===== src/rtl/id_control_seq_if.sv =====
// rtl/id_control_seq_if.sv - IF/ID-side instruction bus and ID/EX-side control bundle
interface id_control_seq_if #(
    parameter int CMD_W = 4
);
    logic             in_valid;
    logic             in_ready;
    logic [3:0]       cond;
    logic [1:0]       mode;
    logic [3:0]       opcode;
    logic             s_in;
    logic [3:0]       status;
    logic             hazard;
    logic             flush;
    logic             out_valid;
    logic [CMD_W-1:0] exe_cmd;
    logic             wb_en;
    logic             mem_r_en;
    logic             mem_w_en;
    logic             b;
    logic             s_out;
    logic             mul_busy;

    // Pipeline side that presents instructions and consumes controls
    modport master (
        output in_valid, cond, mode, opcode, s_in, status, hazard, flush,
        input  in_ready, out_valid, exe_cmd, wb_en, mem_r_en, mem_w_en, b, s_out, mul_busy
    );

    // Control unit side
    modport slave (
        input  in_valid, cond, mode, opcode, s_in, status, hazard, flush,
        output in_ready, out_valid, exe_cmd, wb_en, mem_r_en, mem_w_en, b, s_out, mul_busy
    );
endinterface


===== src/rtl/id_control_seq.sv =====
// rtl/id_control_seq.sv - ID-stage control decode with cond eval, stall, flush and MUL sequencer
module id_control_seq #(
    parameter int CMD_W      = 4,
    parameter int MUL_CYCLES = 3,
    parameter int CNT_W      = 2
) (
    input  logic               clk,
    input  logic               rst_n,
    id_control_seq_if.slave    bus
);
    typedef enum logic [0:0] {
        ST_RUN      = 1'b0,
        ST_MUL_WAIT = 1'b1
    } state_t;

    localparam logic [3:0] CMD_MUL  = 4'b1010;
    localparam int         MUL_LOAD = (MUL_CYCLES > 1) ? (MUL_CYCLES - 2) : 0;

    state_t            state_q, state_d;
    logic [CNT_W-1:0]  cnt_q, cnt_d;
    logic              mul_s_q, mul_s_d;
    logic              out_valid_q, out_valid_d;
    logic [CMD_W-1:0]  exe_cmd_q, exe_cmd_d;
    logic              wb_en_q, wb_en_d;
    logic              mem_r_en_q, mem_r_en_d;
    logic              mem_w_en_q, mem_w_en_d;
    logic              b_q, b_d;
    logic              s_out_q, s_out_d;
    logic              mul_busy_q, mul_busy_d;

    logic [3:0] dec_cmd;
    logic       dec_wb, dec_mr, dec_mw, dec_b, dec_s, dec_is_mul;
    logic       cond_ok;
    logic       in_ready;
    logic       accept;

    logic flag_n, flag_z, flag_c, flag_v;
    assign {flag_n, flag_z, flag_c, flag_v} = bus.status;

    // Held low while reset is asserted so upstream never sees a ready during reset
    assign in_ready = rst_n && !bus.hazard && (state_q == ST_RUN);
    // Flush suppresses acceptance even though in_ready may be high
    assign accept   = bus.in_valid && in_ready && !bus.flush;

    // Instruction field decode into raw controls
    always_comb begin
        dec_cmd    = 4'b0000;
        dec_wb     = 1'b0;
        dec_mr     = 1'b0;
        dec_mw     = 1'b0;
        dec_b      = 1'b0;
        dec_s      = 1'b0;
        dec_is_mul = 1'b0;
        case (bus.mode)
            2'b00: begin
                dec_wb = 1'b1;
                dec_s  = bus.s_in;
                case (bus.opcode)
                    4'b1101: dec_cmd = 4'b0001;
                    4'b1111: dec_cmd = 4'b1001;
                    4'b0100: dec_cmd = 4'b0010;
                    4'b0101: dec_cmd = 4'b0011;
                    4'b0010: dec_cmd = 4'b0100;
                    4'b0110: dec_cmd = 4'b0101;
                    4'b0000: dec_cmd = 4'b0110;
                    4'b1100: dec_cmd = 4'b0111;
                    4'b0001: dec_cmd = 4'b1000;
                    4'b1010: begin
                        dec_cmd = 4'b0100;
                        dec_wb  = 1'b0;
                        dec_s   = 1'b1;
                    end
                    4'b1000: begin
                        dec_cmd = 4'b0110;
                        dec_wb  = 1'b0;
                        dec_s   = 1'b1;
                    end
                    default: begin
                        dec_wb = 1'b0;
                        dec_s  = 1'b0;
                    end
                endcase
            end
            2'b01: begin
                if (bus.opcode == 4'b0100) begin
                    dec_cmd = 4'b0010;
                    dec_wb  = bus.s_in;
                    dec_mr  = bus.s_in;
                    dec_mw  = !bus.s_in;
                end
            end
            2'b10: begin
                dec_b = !bus.opcode[3];
            end
            default: begin
                if (bus.opcode == 4'b0000) begin
                    dec_cmd    = CMD_MUL;
                    dec_wb     = 1'b1;
                    dec_s      = bus.s_in;
                    dec_is_mul = 1'b1;
                end
            end
        endcase
    end

    // ARM condition evaluation against the flags presented with the instruction
    always_comb begin
        cond_ok = 1'b0;
        case (bus.cond)
            4'b0000: cond_ok = flag_z;
            4'b0001: cond_ok = !flag_z;
            4'b0010: cond_ok = flag_c;
            4'b0011: cond_ok = !flag_c;
            4'b0100: cond_ok = flag_n;
            4'b0101: cond_ok = !flag_n;
            4'b0110: cond_ok = flag_v;
            4'b0111: cond_ok = !flag_v;
            4'b1000: cond_ok = flag_c && !flag_z;
            4'b1001: cond_ok = !flag_c || flag_z;
            4'b1010: cond_ok = (flag_n == flag_v);
            4'b1011: cond_ok = (flag_n != flag_v);
            4'b1100: cond_ok = !flag_z && (flag_n == flag_v);
            4'b1101: cond_ok = flag_z || (flag_n != flag_v);
            4'b1110: cond_ok = 1'b1;
            default: cond_ok = 1'b0;
        endcase
    end

    // Next-state and next-output logic; default is a bubble
    always_comb begin
        state_d     = state_q;
        cnt_d       = cnt_q;
        mul_s_d     = mul_s_q;
        out_valid_d = 1'b0;
        exe_cmd_d   = '0;
        wb_en_d     = 1'b0;
        mem_r_en_d  = 1'b0;
        mem_w_en_d  = 1'b0;
        b_d         = 1'b0;
        s_out_d     = 1'b0;
        mul_busy_d  = 1'b0;

        if (bus.flush) begin
            state_d = ST_RUN;
            cnt_d   = '0;
        end else begin
            case (state_q)
                ST_RUN: begin
                    if (accept && cond_ok) begin
                        if (dec_is_mul && (MUL_CYCLES > 1)) begin
                            state_d    = ST_MUL_WAIT;
                            cnt_d      = CNT_W'(MUL_LOAD);
                            mul_s_d    = bus.s_in;
                            mul_busy_d = 1'b1;
                        end else begin
                            out_valid_d = 1'b1;
                            exe_cmd_d   = CMD_W'(dec_cmd);
                            wb_en_d     = dec_wb;
                            mem_r_en_d  = dec_mr;
                            mem_w_en_d  = dec_mw;
                            b_d         = dec_b;
                            s_out_d     = dec_s;
                        end
                    end
                end
                ST_MUL_WAIT: begin
                    if (cnt_q != '0) begin
                        cnt_d      = cnt_q - CNT_W'(1);
                        mul_busy_d = 1'b1;
                    end else begin
                        state_d     = ST_RUN;
                        out_valid_d = 1'b1;
                        exe_cmd_d   = CMD_W'(CMD_MUL);
                        wb_en_d     = 1'b1;
                        s_out_d     = mul_s_q;
                    end
                end
                default: begin
                    state_d = ST_RUN;
                    cnt_d   = '0;
                end
            endcase
        end
    end

    // ID/EX boundary registers and sequencer state
    always_ff @(posedge clk or negedge rst_n) begin
        if (!rst_n) begin
            state_q     <= ST_RUN;
            cnt_q       <= '0;
            mul_s_q     <= 1'b0;
            out_valid_q <= 1'b0;
            exe_cmd_q   <= '0;
            wb_en_q     <= 1'b0;
            mem_r_en_q  <= 1'b0;
            mem_w_en_q  <= 1'b0;
            b_q         <= 1'b0;
            s_out_q     <= 1'b0;
            mul_busy_q  <= 1'b0;
        end else begin
            state_q     <= state_d;
            cnt_q       <= cnt_d;
            mul_s_q     <= mul_s_d;
            out_valid_q <= out_valid_d;
            exe_cmd_q   <= exe_cmd_d;
            wb_en_q     <= wb_en_d;
            mem_r_en_q  <= mem_r_en_d;
            mem_w_en_q  <= mem_w_en_d;
            b_q         <= b_d;
            s_out_q     <= s_out_d;
            mul_busy_q  <= mul_busy_d;
        end
    end

    assign bus.in_ready  = in_ready;
    assign bus.out_valid = out_valid_q;
    assign bus.exe_cmd   = exe_cmd_q;
    assign bus.wb_en     = wb_en_q;
    assign bus.mem_r_en  = mem_r_en_q;
    assign bus.mem_w_en  = mem_w_en_q;
    assign bus.b         = b_q;
    assign bus.s_out     = s_out_q;
    assign bus.mul_busy  = mul_busy_q;
endmodule


===== src/flat_wrapper.sv =====
// flat-port wrapper written by rule: the top's interface ports become plain ports
module id_control_seq_flat 
#(
    parameter int CMD_W      = 4,
    parameter int MUL_CYCLES = 3,
    parameter int CNT_W      = 2
)
  (clk, rst_n, bus_in_valid, bus_cond, bus_mode, bus_opcode, bus_s_in, bus_status, bus_hazard, bus_flush, bus_in_ready, bus_out_valid, bus_exe_cmd, bus_wb_en, bus_mem_r_en, bus_mem_w_en, bus_b, bus_s_out, bus_mul_busy);
  id_control_seq_if #(.CMD_W(CMD_W)) bus_i ();
  input  logic clk;
  input  logic rst_n;
  input wire logic [$bits(bus_i.in_valid)-1:0] bus_in_valid;
  input wire logic [$bits(bus_i.cond)-1:0] bus_cond;
  input wire logic [$bits(bus_i.mode)-1:0] bus_mode;
  input wire logic [$bits(bus_i.opcode)-1:0] bus_opcode;
  input wire logic [$bits(bus_i.s_in)-1:0] bus_s_in;
  input wire logic [$bits(bus_i.status)-1:0] bus_status;
  input wire logic [$bits(bus_i.hazard)-1:0] bus_hazard;
  input wire logic [$bits(bus_i.flush)-1:0] bus_flush;
  output wire logic [$bits(bus_i.in_ready)-1:0] bus_in_ready;
  output wire logic [$bits(bus_i.out_valid)-1:0] bus_out_valid;
  output wire logic [$bits(bus_i.exe_cmd)-1:0] bus_exe_cmd;
  output wire logic [$bits(bus_i.wb_en)-1:0] bus_wb_en;
  output wire logic [$bits(bus_i.mem_r_en)-1:0] bus_mem_r_en;
  output wire logic [$bits(bus_i.mem_w_en)-1:0] bus_mem_w_en;
  output wire logic [$bits(bus_i.b)-1:0] bus_b;
  output wire logic [$bits(bus_i.s_out)-1:0] bus_s_out;
  output wire logic [$bits(bus_i.mul_busy)-1:0] bus_mul_busy;
  assign bus_i.in_valid = bus_in_valid;
  assign bus_i.cond = bus_cond;
  assign bus_i.mode = bus_mode;
  assign bus_i.opcode = bus_opcode;
  assign bus_i.s_in = bus_s_in;
  assign bus_i.status = bus_status;
  assign bus_i.hazard = bus_hazard;
  assign bus_i.flush = bus_flush;
  assign bus_in_ready = bus_i.in_ready;
  assign bus_out_valid = bus_i.out_valid;
  assign bus_exe_cmd = bus_i.exe_cmd;
  assign bus_wb_en = bus_i.wb_en;
  assign bus_mem_r_en = bus_i.mem_r_en;
  assign bus_mem_w_en = bus_i.mem_w_en;
  assign bus_b = bus_i.b;
  assign bus_s_out = bus_i.s_out;
  assign bus_mul_busy = bus_i.mul_busy;
  id_control_seq #(.CMD_W(CMD_W), .MUL_CYCLES(MUL_CYCLES), .CNT_W(CNT_W)) u_core (.clk(clk), .rst_n(rst_n), .bus(bus_i));
endmodule

===== config.mk =====
export PLATFORM = sky130hd
export DESIGN_NAME = id_control_seq_flat
export DESIGN_NICKNAME = d
export VERILOG_FILES = /design/src/rtl/id_control_seq_if.sv /design/src/rtl/id_control_seq.sv /design/src/flat_wrapper.sv
export SDC_FILE = /design/constraint.sdc
export NUM_CORES = 1
export LEC_CHECK = 0
export ABC_AREA = 1
export BUFFER_PORTS_ARGS = -buffer_cell sky130_fd_sc_hd__clkbuf_2
export CORE_MARGIN = 2
export CORE_UTILIZATION = 39
export CTS_BUF_LIST = sky130_fd_sc_hd__clkbuf_16
export CTS_CLUSTER_DIAMETER = 30
export DETAILED_ROUTE_END_ITERATION = 6
export GPL_TIMING_DRIVEN = 0
export PLACE_DENSITY = 0.73
export SYNTH_ARGS = -nofsm -noshare
export SYNTH_HDL_FRONTEND = slang
export SYNTH_SLANG_ARGS = --single-unit

===== constraint.sdc =====
create_clock -name clk -period 1.3 [get_ports clk]
set_input_delay 0.065 -clock clk [delete_from_list [all_inputs] [get_ports clk]]
set_output_delay 0.065 -clock clk [all_outputs]
set_load 0.005 [all_outputs]

# --- Word-level counts from Yosys, hierarchy flattened ---
# Index checks and enable logic that the tools add are counted.
# W data, S select, Z words.
totals:
  register_bits: 14
  output_inout_bits: 12
  elab_cells: 131
op_classes:
  n_addsub: 1
  eq_ne: 31
  muxes: 58
  bitwise_logic: 2
  n_reduce_logical: 29
ops:
  columns: ["operator", "n"]
  rows:
  - ["$eq A4 B4 Y1 const B", 12]
  - ["$mux W1", 36]
  - ["$pmux W4 S9", 1]
  - ["$eq A4 B3 Y1 const B", 7]
  - ["$mux W4", 5]
  - ["$pmux W1 S15", 1]
  - ["$eq A4 B2 Y1 const B", 3]
  - ["$pmux W1 S2", 6]
  - ["$pmux W4 S3", 1]
  - ["$mux W2", 5]
  - ["$reduce_or A9 Y1", 1]
  - ["$eq A4 B1 Y1 const B", 2]
  - ["$logic_not A1 Y1", 8]
  - ["$logic_not A4 Y1", 2]
  - ["$pmux W4 S2", 1]
  - ["$reduce_or A2 Y1", 4]
  - ["$logic_and A1 B1 Y1", 7]
  - ["$ne A3 B3 Y1 const B", 2]
  - ["$pmux W2 S2", 1]
  - ["$reduce_and A4 Y1", 1]
  - ["$ne A3 B2 Y1 const B", 1]
  - ["$pmux W1 S3", 1]
  - ["$reduce_and A3 Y1", 1]
  - ["$reduce_or A3 Y1", 1]
  - ["9 further kinds", 11]

# --- Depth between registers and ports, before layout ---
# Gate-level depths: netlist (run 1).
logic_depth:
  word_depth: 9
  depth_mapped: 13
  depth_no_buf: 13

# --- Worst setup path before layout (run 1) ---
# No wires, ideal clock.
synth_timing:
  kind: "register to register"
  start: "register u_core.state_q"
  end: "register u_core.mul_s_q"
  t_arrival_ns: 1.226
  required_time_ns: 1.179
  path_slack_ns: -0.047
  stages_incl_launch_ff: 8
  n_path_buf: 1
  path_cell_list: "dfrtp_1 > buf_6 > nor3b_4 > nand2_1 > nor2_4 > nand2_2 > o21ai_1 > nand2_1"
synth_between:
  elab_chain_cells: 6
synth_lines:
  columns: ["item", "line_no", "source"]
  rows:
  - ["from (decl)", "id_control_seq.sv:19", "state_t state_q, state_d;"]
  - ["from (signal assigned)", "id_control_seq.sv:201", "state_q <= state_d;"]
  - ["$not A1 Y1 (no source line)", null, null]
  - ["$logic_and A1 B1 Y1", "id_control_seq.sv:41", "assign in_ready = rst_n && !bus.hazard && (state_q == ST_RUN);"]
  - ["named net bus_in_ready", "flat_wrapper.sv:20", "output wire logic [$bits(bus_i.in_ready)-1:0] bus_in_ready;"]
  - ["$logic_and A1 B1 Y1 (2 in a row)", "id_control_seq.sv:43", "assign accept = bus.in_valid && in_ready && !bus.flush;"]
  - ["$logic_and A1 B1 Y1", "id_control_seq.sv:149", "if (accept && cond_ok) begin"]
  - ["$reduce_and A4 Y1 (no source line)", null, null]
  - ["to (signal assigned)", "id_control_seq.sv:203", "mul_s_q <= mul_s_d;"]
  - ["to (decl)", "id_control_seq.sv:21", "logic mul_s_q, mul_s_d;"]
# The timed path passes the listed nets, and every way through them passes these cells.
# A chain may end at the register's enable or synchronous reset.

# --- Worst setup path in the final report (run 1) ---
layout_timing:
  start: "register u_core.state_q"
  end: "register u_core.exe_cmd_q[1] (netlist: u_core.bus.exe_cmd[1])"
layout_between:
  elab_chain_cells: 8
layout_lines:
  columns: ["item", "line_no", "source"]
  rows:
  - ["$not A1 Y1 (no source line)", null, null]
  - ["$logic_and A1 B1 Y1", "id_control_seq.sv:41", null]
  - ["$logic_and A1 B1 Y1 (2 in a row)", "id_control_seq.sv:43", null]
  - ["$logic_and A1 B1 Y1", "id_control_seq.sv:149", null]
  - ["$mux W4", "id_control_seq.sv:149", null]
  - ["$pmux W4 S2 (*)", "id_control_seq.sv:147", "case (state_q)"]
  - ["$mux W4 (*)", "id_control_seq.sv:143", "if (bus.flush) begin"]
  - ["named net u_core.exe_cmd_d[1]", "id_control_seq.sv:23", "logic [CMD_W-1:0] exe_cmd_q, exe_cmd_d;"]
  - ["to (signal assigned)", "id_control_seq.sv:205", "exe_cmd_q <= exe_cmd_d;"]
  - ["to (decl)", "id_control_seq.sv:23", null]
# The timed path passes the listed nets; every way through them passes the cells marked *.

==> impl_metrics.ini, run 1 <==
[logic_synthesis]
syn-cell-area_um2 = 1010
synth.distinct_cells = 22
synth_nets = 175
synth_edf_count = 0
async_flop_share_pct = 100
syn_inst = 154
synth-seq-cells = 14
ys.flop_type = dfrtp_1
synth_area_per_cell_um2 = 6.56
ys_seq_area_share_pct = 34.7
ys_warn_count = 0

[die]
ios = 32
die_area_um2 = 3010
initial_utilization_pct = 41.1
fp-row-count = 18
core_um2 = 2450
fp.dieH_um = 54.9
fp.dieW_um = 54.9

[sta]
relSlewSlack_pct = 59.7
fin_crit_ns = 1.36
skew_ns = 0.00115
rsz0062_at_grt = true
min_period_over_period_pct = 105
setup_viol_count_final = 7
finalHoldViolCount = 0
worstMarginPinSlew_ns = 0.603
fmax_mhz = 733
final_max_slew_viol_count = 0
fin_ws_ns = -0.0635

[drt]
num_vias = 1120
via_per_inst = 5.00
antenna_left = 0
firstDrtPassIters = 4
avgRoutedWirePerCell_um = 10.9
finalWirelength_mm = 2.43
dr.first_iter.drc_count = 27
remaining_drc_errors = 0

[power]
vdd_drop_max_uv = 810
p_seq_share_pct = 36.7
p_sw_share_pct = 23.5
combPwrFrac_pct = 17.0
switchingPower_mw = 0.282
power_density_nw_per_um2 = 879
clkPwrFrac_pct = 46.3
intPower_mw = 0.915
p_leak_nw = 0.775

[cts]
cts.htree.levels = 1
clkLatencyLatePin_ns = 0.24
clkTransAtPathRegs_ns = 0.04
cts.path.max_buffers = 2
cts_tree = yes
clock-sinks = 14
root_buffer = clkbuf_16
cts_buffers = 3

[status]
status = finished, violations left
violations = negative setup slack

[global_routing]
grt.overflow.total = 0
grt_pass1_vias = 949
grt_util_all_layers_pct = 18.1
grt_start_max_net_pins = 15
antenna_found_initial = 0
grt_pass1_wl_mm = 3.91

[critical_path]
worstPathArrival_ns = 1.54
start_kind = flop
crit_required_ns = 1.47
crit_type = reg -> reg
cp-end-kind = flop
worstPathMaxFanout = 5

[final_layout]
antenna_cells = 0
area_growth_pct = 34.8
n_fill_cell = 221
final_cell_area_um2 = 1360
drive_gt1_share_pct = 32.0
mostFrequentLayoutCell = nand2_1
final_cell_mix = nand2_1, clkbuf_2, inv_1
fin_nets = 217

[placed_design]
dp_hpwl_mm = 1.89
portBuffers = 31
place_congestion = 0.889
dpl-instance-area_um2 = 1200
dpl_worst_slack_ns = -0.108

[run]
maxCapViolations = 0

[hold_path]
hold_path.class = in -> reg
## layer usage
metal / wire [µm] / vias up / track usage [%]
li1: - / 570 / -
met5: 0 / - / 0
met3: 146 / 4 / 2.46
met1: 1080 / 504 / 24.2
met4: 32 / 0 / 5.00
met2: 1170 / 42 / 30.2
## cell usage after synthesis, types with 2 or more instances
cell type,n,area [µm²]
o21ai_0,4,20.0
nand4_1,2,12.5
inv_2,3,11.3
nand3b_1,2,15.0
inv_1,22,82.6
nand3_1,15,75.1
a21oi_1,7,35.0
dfrtp_1,14,350
nor3_1,5,25.0
nor2_1,23,86.3
nand2_2,4,25.0
nand3_2,2,20.0
nand2_1,42,158
## layout make-up
class                      count  area (µm²)  area share [%]
clock buffer                   3        75.1            5.51
inverter                      25        93.8            6.89
multi-input combinational    114         587            43.1
sequential                    14         352            25.8
tap                           30        37.5            2.76
timing repair buffer          38         216            15.9
## flip-flops by register name, indices dropped and copies added, names as in the netlist
register              flops
u_core.bus.exe_cmd        4
u_core.state_q            1
u_core.bus.mem_w_en       1
u_core.bus.b              1
u_core.mul_s_q            1
u_core.bus.mem_r_en       1
u_core.bus.out_valid      1
u_core.bus.wb_en          1
u_core.cnt_q              2
u_core.bus.s_out          1
## timing repair
action,CTS,global route
resized for setup,6,5
hold buffers,1,0
pin swaps,8,8
setup buffers,2,4
setup endpoints to repair,12,15
hold endpoints to repair,14,0
cloned,0,0
## path summary, 6_finish.rpt
| check | start | endpoint | slack [ns] | depth (start not counted) |
|---|---|---|---|---|
| worst max-delay path | u_core.state_q | u_core.bus.exe_cmd[1] | -0.06 | 7 |
| max in group asynchronous | rst_n | u_core.state_q | 0.49 | 2 |
| worst min-delay path | bus_s_in | u_core.bus.mem_w_en | 0.07 | 2 |
| min in group asynchronous | rst_n | u_core.bus.wb_en | 0.39 | 2 |
| worst min register to register | u_core.mul_s_q | u_core.mul_s_q | 0.50 | 2 |
| worst max register to register | u_core.state_q | u_core.bus.exe_cmd[1] | -0.06 | 7 |
## kinds of logic (layout without fill, tap and decap cells)
group | count (synthesis) | after routing | share of synthesized area [%]
AOI/OAI and AO/OA | 14 | 14 | 7.68
buffers and inverters | 26 | 66 | 10.4
and+or+nand+nor | 99 | 99 | 46.0
DFF | 14 | 14 | 34.7
adders and majority gates | 1 | 1 | 1.24
## critical path, cell delays in order (launching register included)
cell,delay [ns]
dfrtp_2,0.42
nor3b_4,0.22
nand2_2,0.09
nor2_4,0.19
nand3_2,0.13
nand2_2,0.10
nand2_4,0.06
nor2_2,0.09
## metrics by stage
step | instances | power, mW | hold WS (ns) | utilization (%) | TNS, ns
detailed placement | 215 | 0.625 | -0.0104 | 49.0 | -0.677
global route | 224 | 1.25 | 0.0838 | 55.5 | -1.11
finish | 224 | 1.20 | 0.0686 | 55.5 | -0.228
global placement | 215 | 0.618 | -0.0170 | 49.0 | -0.375
CTS | 221 | 1.19 | 0.0571 | 54.0 | -0.614
floorplan | 154 | 0.548 | -0.231 | - | -0.164
## power groups by stage
| stage | Sequential, mW | Combinational [mW] | Clock (mW) |
|---|---|---|---|
| after floorplan | 0.445 | 0.103 | 0 |
| after global placement | 0.445 | 0.173 | 0 |
| after detailed placement | 0.445 | 0.180 | 0 |
| after CTS | 0.439 | 0.192 | 0.561 |
| after global routing | 0.439 | 0.231 | 0.578 |
| final | 0.439 | 0.204 | 0.554 |
(Power assumes the default switching activity.)
==> run 2, diff against run 1 <==
- MAX_ROUTING_LAYER: default -> met4
==> impl_metrics.ini, run 2 (synthesized netlist as in run 1, its figures left out) <==
[cts]
clkTransAtPathRegs_ns = 0.04
cts.htree.levels = 1
cts.path.max_buffers = 2
root_buffer = clkbuf_16
clkLatencyLatePin_ns = 0.24
clock-sinks = 14
cts_buffers = 3
cts_tree = yes

[power]
clkPwrFrac_pct = 46.4
p_seq_share_pct = 36.6
intPower_mw = 0.915
power_density_nw_per_um2 = 881
switchingPower_mw = 0.284
p_leak_nw = 0.775
totalPowerFinal_mw = 1.20
combPwrFrac_pct = 17.0
vdd_drop_max_uv = 816
p_sw_share_pct = 23.7

[sta]
min_period_over_period_pct = 105
finalHoldViolCount = 0
setup_viol_count_final = 7
worstMarginPinSlew_ns = 0.604
fin_ws_ns = -0.0665
final_max_slew_viol_count = 0
fmax_mhz = 732
setup_tns_ns = -0.241
hold_slack_ns = 0.0694
skew_ns = 0.000535
fin_crit_ns = 1.37
relSlewSlack_pct = 59.6
rsz0062_at_grt = true

[critical_path]
r2r_slack_ns = -0.07
critical_path.top_delay_family = simple AND/OR/NAND/NOR gates
crit_top_cell = nand2_2
worstPathMaxFanout = 5
reg2reg_to = u_core.bus.exe_cmd[1]
start_kind = flop
worstPathBufferInverterCount = 0
cpMaxStageDelayCell = dfrtp_2
crit_type = reg -> reg
worst-r2r-cell-count = 7
reg2reg_from = u_core.state_q
cp-end-kind = flop
worstPathArrival_ns = 1.54
crit_required_ns = 1.47
worstPathCellList = nor3b_4 > nand2_2 > nor2_4 > nand3_2 > nand2_2 > nand2_4 > nor2_2
cpPeakStageDelay_ns = 0.42

[final_layout]
instances_no_fill = 224
largest_reg_flops = 4
drive_gt1_share_pct = 32.0
final_cell_area_um2 = 1360
utilization_pct = 55.5
mostFrequentLayoutCell = nand2_1
antenna_cells = 0
final_cell_mix = nand2_1, clkbuf_2, inv_1
fin_nets = 217
area_growth_pct = 34.8

[drt]
remaining_drc_errors = 0
via_per_inst = 5.04
antenna_left = 0
avgRoutedWirePerCell_um = 10.9
finalWirelength_mm = 2.44
dr.first_iter.drc_count = 33
firstDrtPassIters = 4
num_vias = 1128

[die]
fp.dieH_um = 54.9
ios = 32
initial_utilization_pct = 41.1
fp.dieW_um = 54.9
die_area_um2 = 3010
fp-row-count = 18
core_um2 = 2450

[placed_design]
dp_hpwl_mm = 1.89
dpl_worst_slack_ns = -0.108
portBuffers = 31
dpl-instance-area_um2 = 1200
place_congestion = 0.904
placed_cells_incl_taps = 215

[hold_path]
hold_path.class = in -> reg
min_path_cells = 2
hold_end = u_core.bus.mem_w_en
hp-start = bus_s_in

[global_routing]
antenna_found_initial = 0
grt_util_all_layers_pct = 18.6
grt.overflow.total = 0
grt_pass1_vias = 947
grt_pass1_wl_mm = 3.92
grt_start_max_net_pins = 15

[run]
maxCapViolations = 0

[status]
violations = negative setup slack
status = finished, violations left
[run 2: metal layers]
| metal | vias up | part of all wire (%) | GRT usage [%] | routed length (µm) |
|---|---|---|---|---|
| met4 | 0 | 1.4 | 5.00 | 35 |
| met1 | 509 | 44 | 24.2 | 1080 |
| li1 | 569 | - | - | - |
| met2 | 46 | 48 | 30.2 | 1180 |
| met5 | - | 0 | - | 0 |
| met3 | 4 | 6.0 | 2.46 | 147 |
[run 2: worst max path at each step]
stage                            end           start  slack, ns  depth (start not counted)
6_report       u_core.bus.exe_cmd[1]  u_core.state_q      -0.07                          7
3_3_place_gp   u_core.bus.exe_cmd[3]  u_core.state_q      -0.07                          8
2_1_floorplan         u_core.mul_s_q  u_core.state_q      -0.05                          7
4_1_cts        u_core.bus.exe_cmd[3]  u_core.state_q      -0.11                          8
3_5_place_dp   u_core.bus.exe_cmd[3]  u_core.state_q      -0.11                          8
5_1_grt        u_core.bus.exe_cmd[1]  u_core.state_q      -0.16                          7
[run 2: cell type report]
type	instances	area, µm²
clock buffers	3	75.1
fillers	221	1090
inverters	25	93.8
multi-input cells	114	587
flip-flops and latches	14	352
well taps	30	37.5
repair buffers	38	216
[run 2: what timing repair did]
item,CTS,global route
resized for setup,6,5
hold buffers,1,0
buffers inserted,2,4
endpoints found under the setup margin,12,15
endpoints found under the hold margin,14,0
pin swaps,8,8
[run 2: power by group through the flow]
stage          Sequential [mW]  Combinational [mW]  Clock [mW]
2_1_floorplan            0.445               0.103           0
3_3_place_gp             0.445               0.173           0
3_5_place_dp             0.445               0.180           0
4_1_cts                  0.439               0.192       0.561
5_1_grt                  0.439               0.231       0.578
6_report                 0.439               0.204       0.557
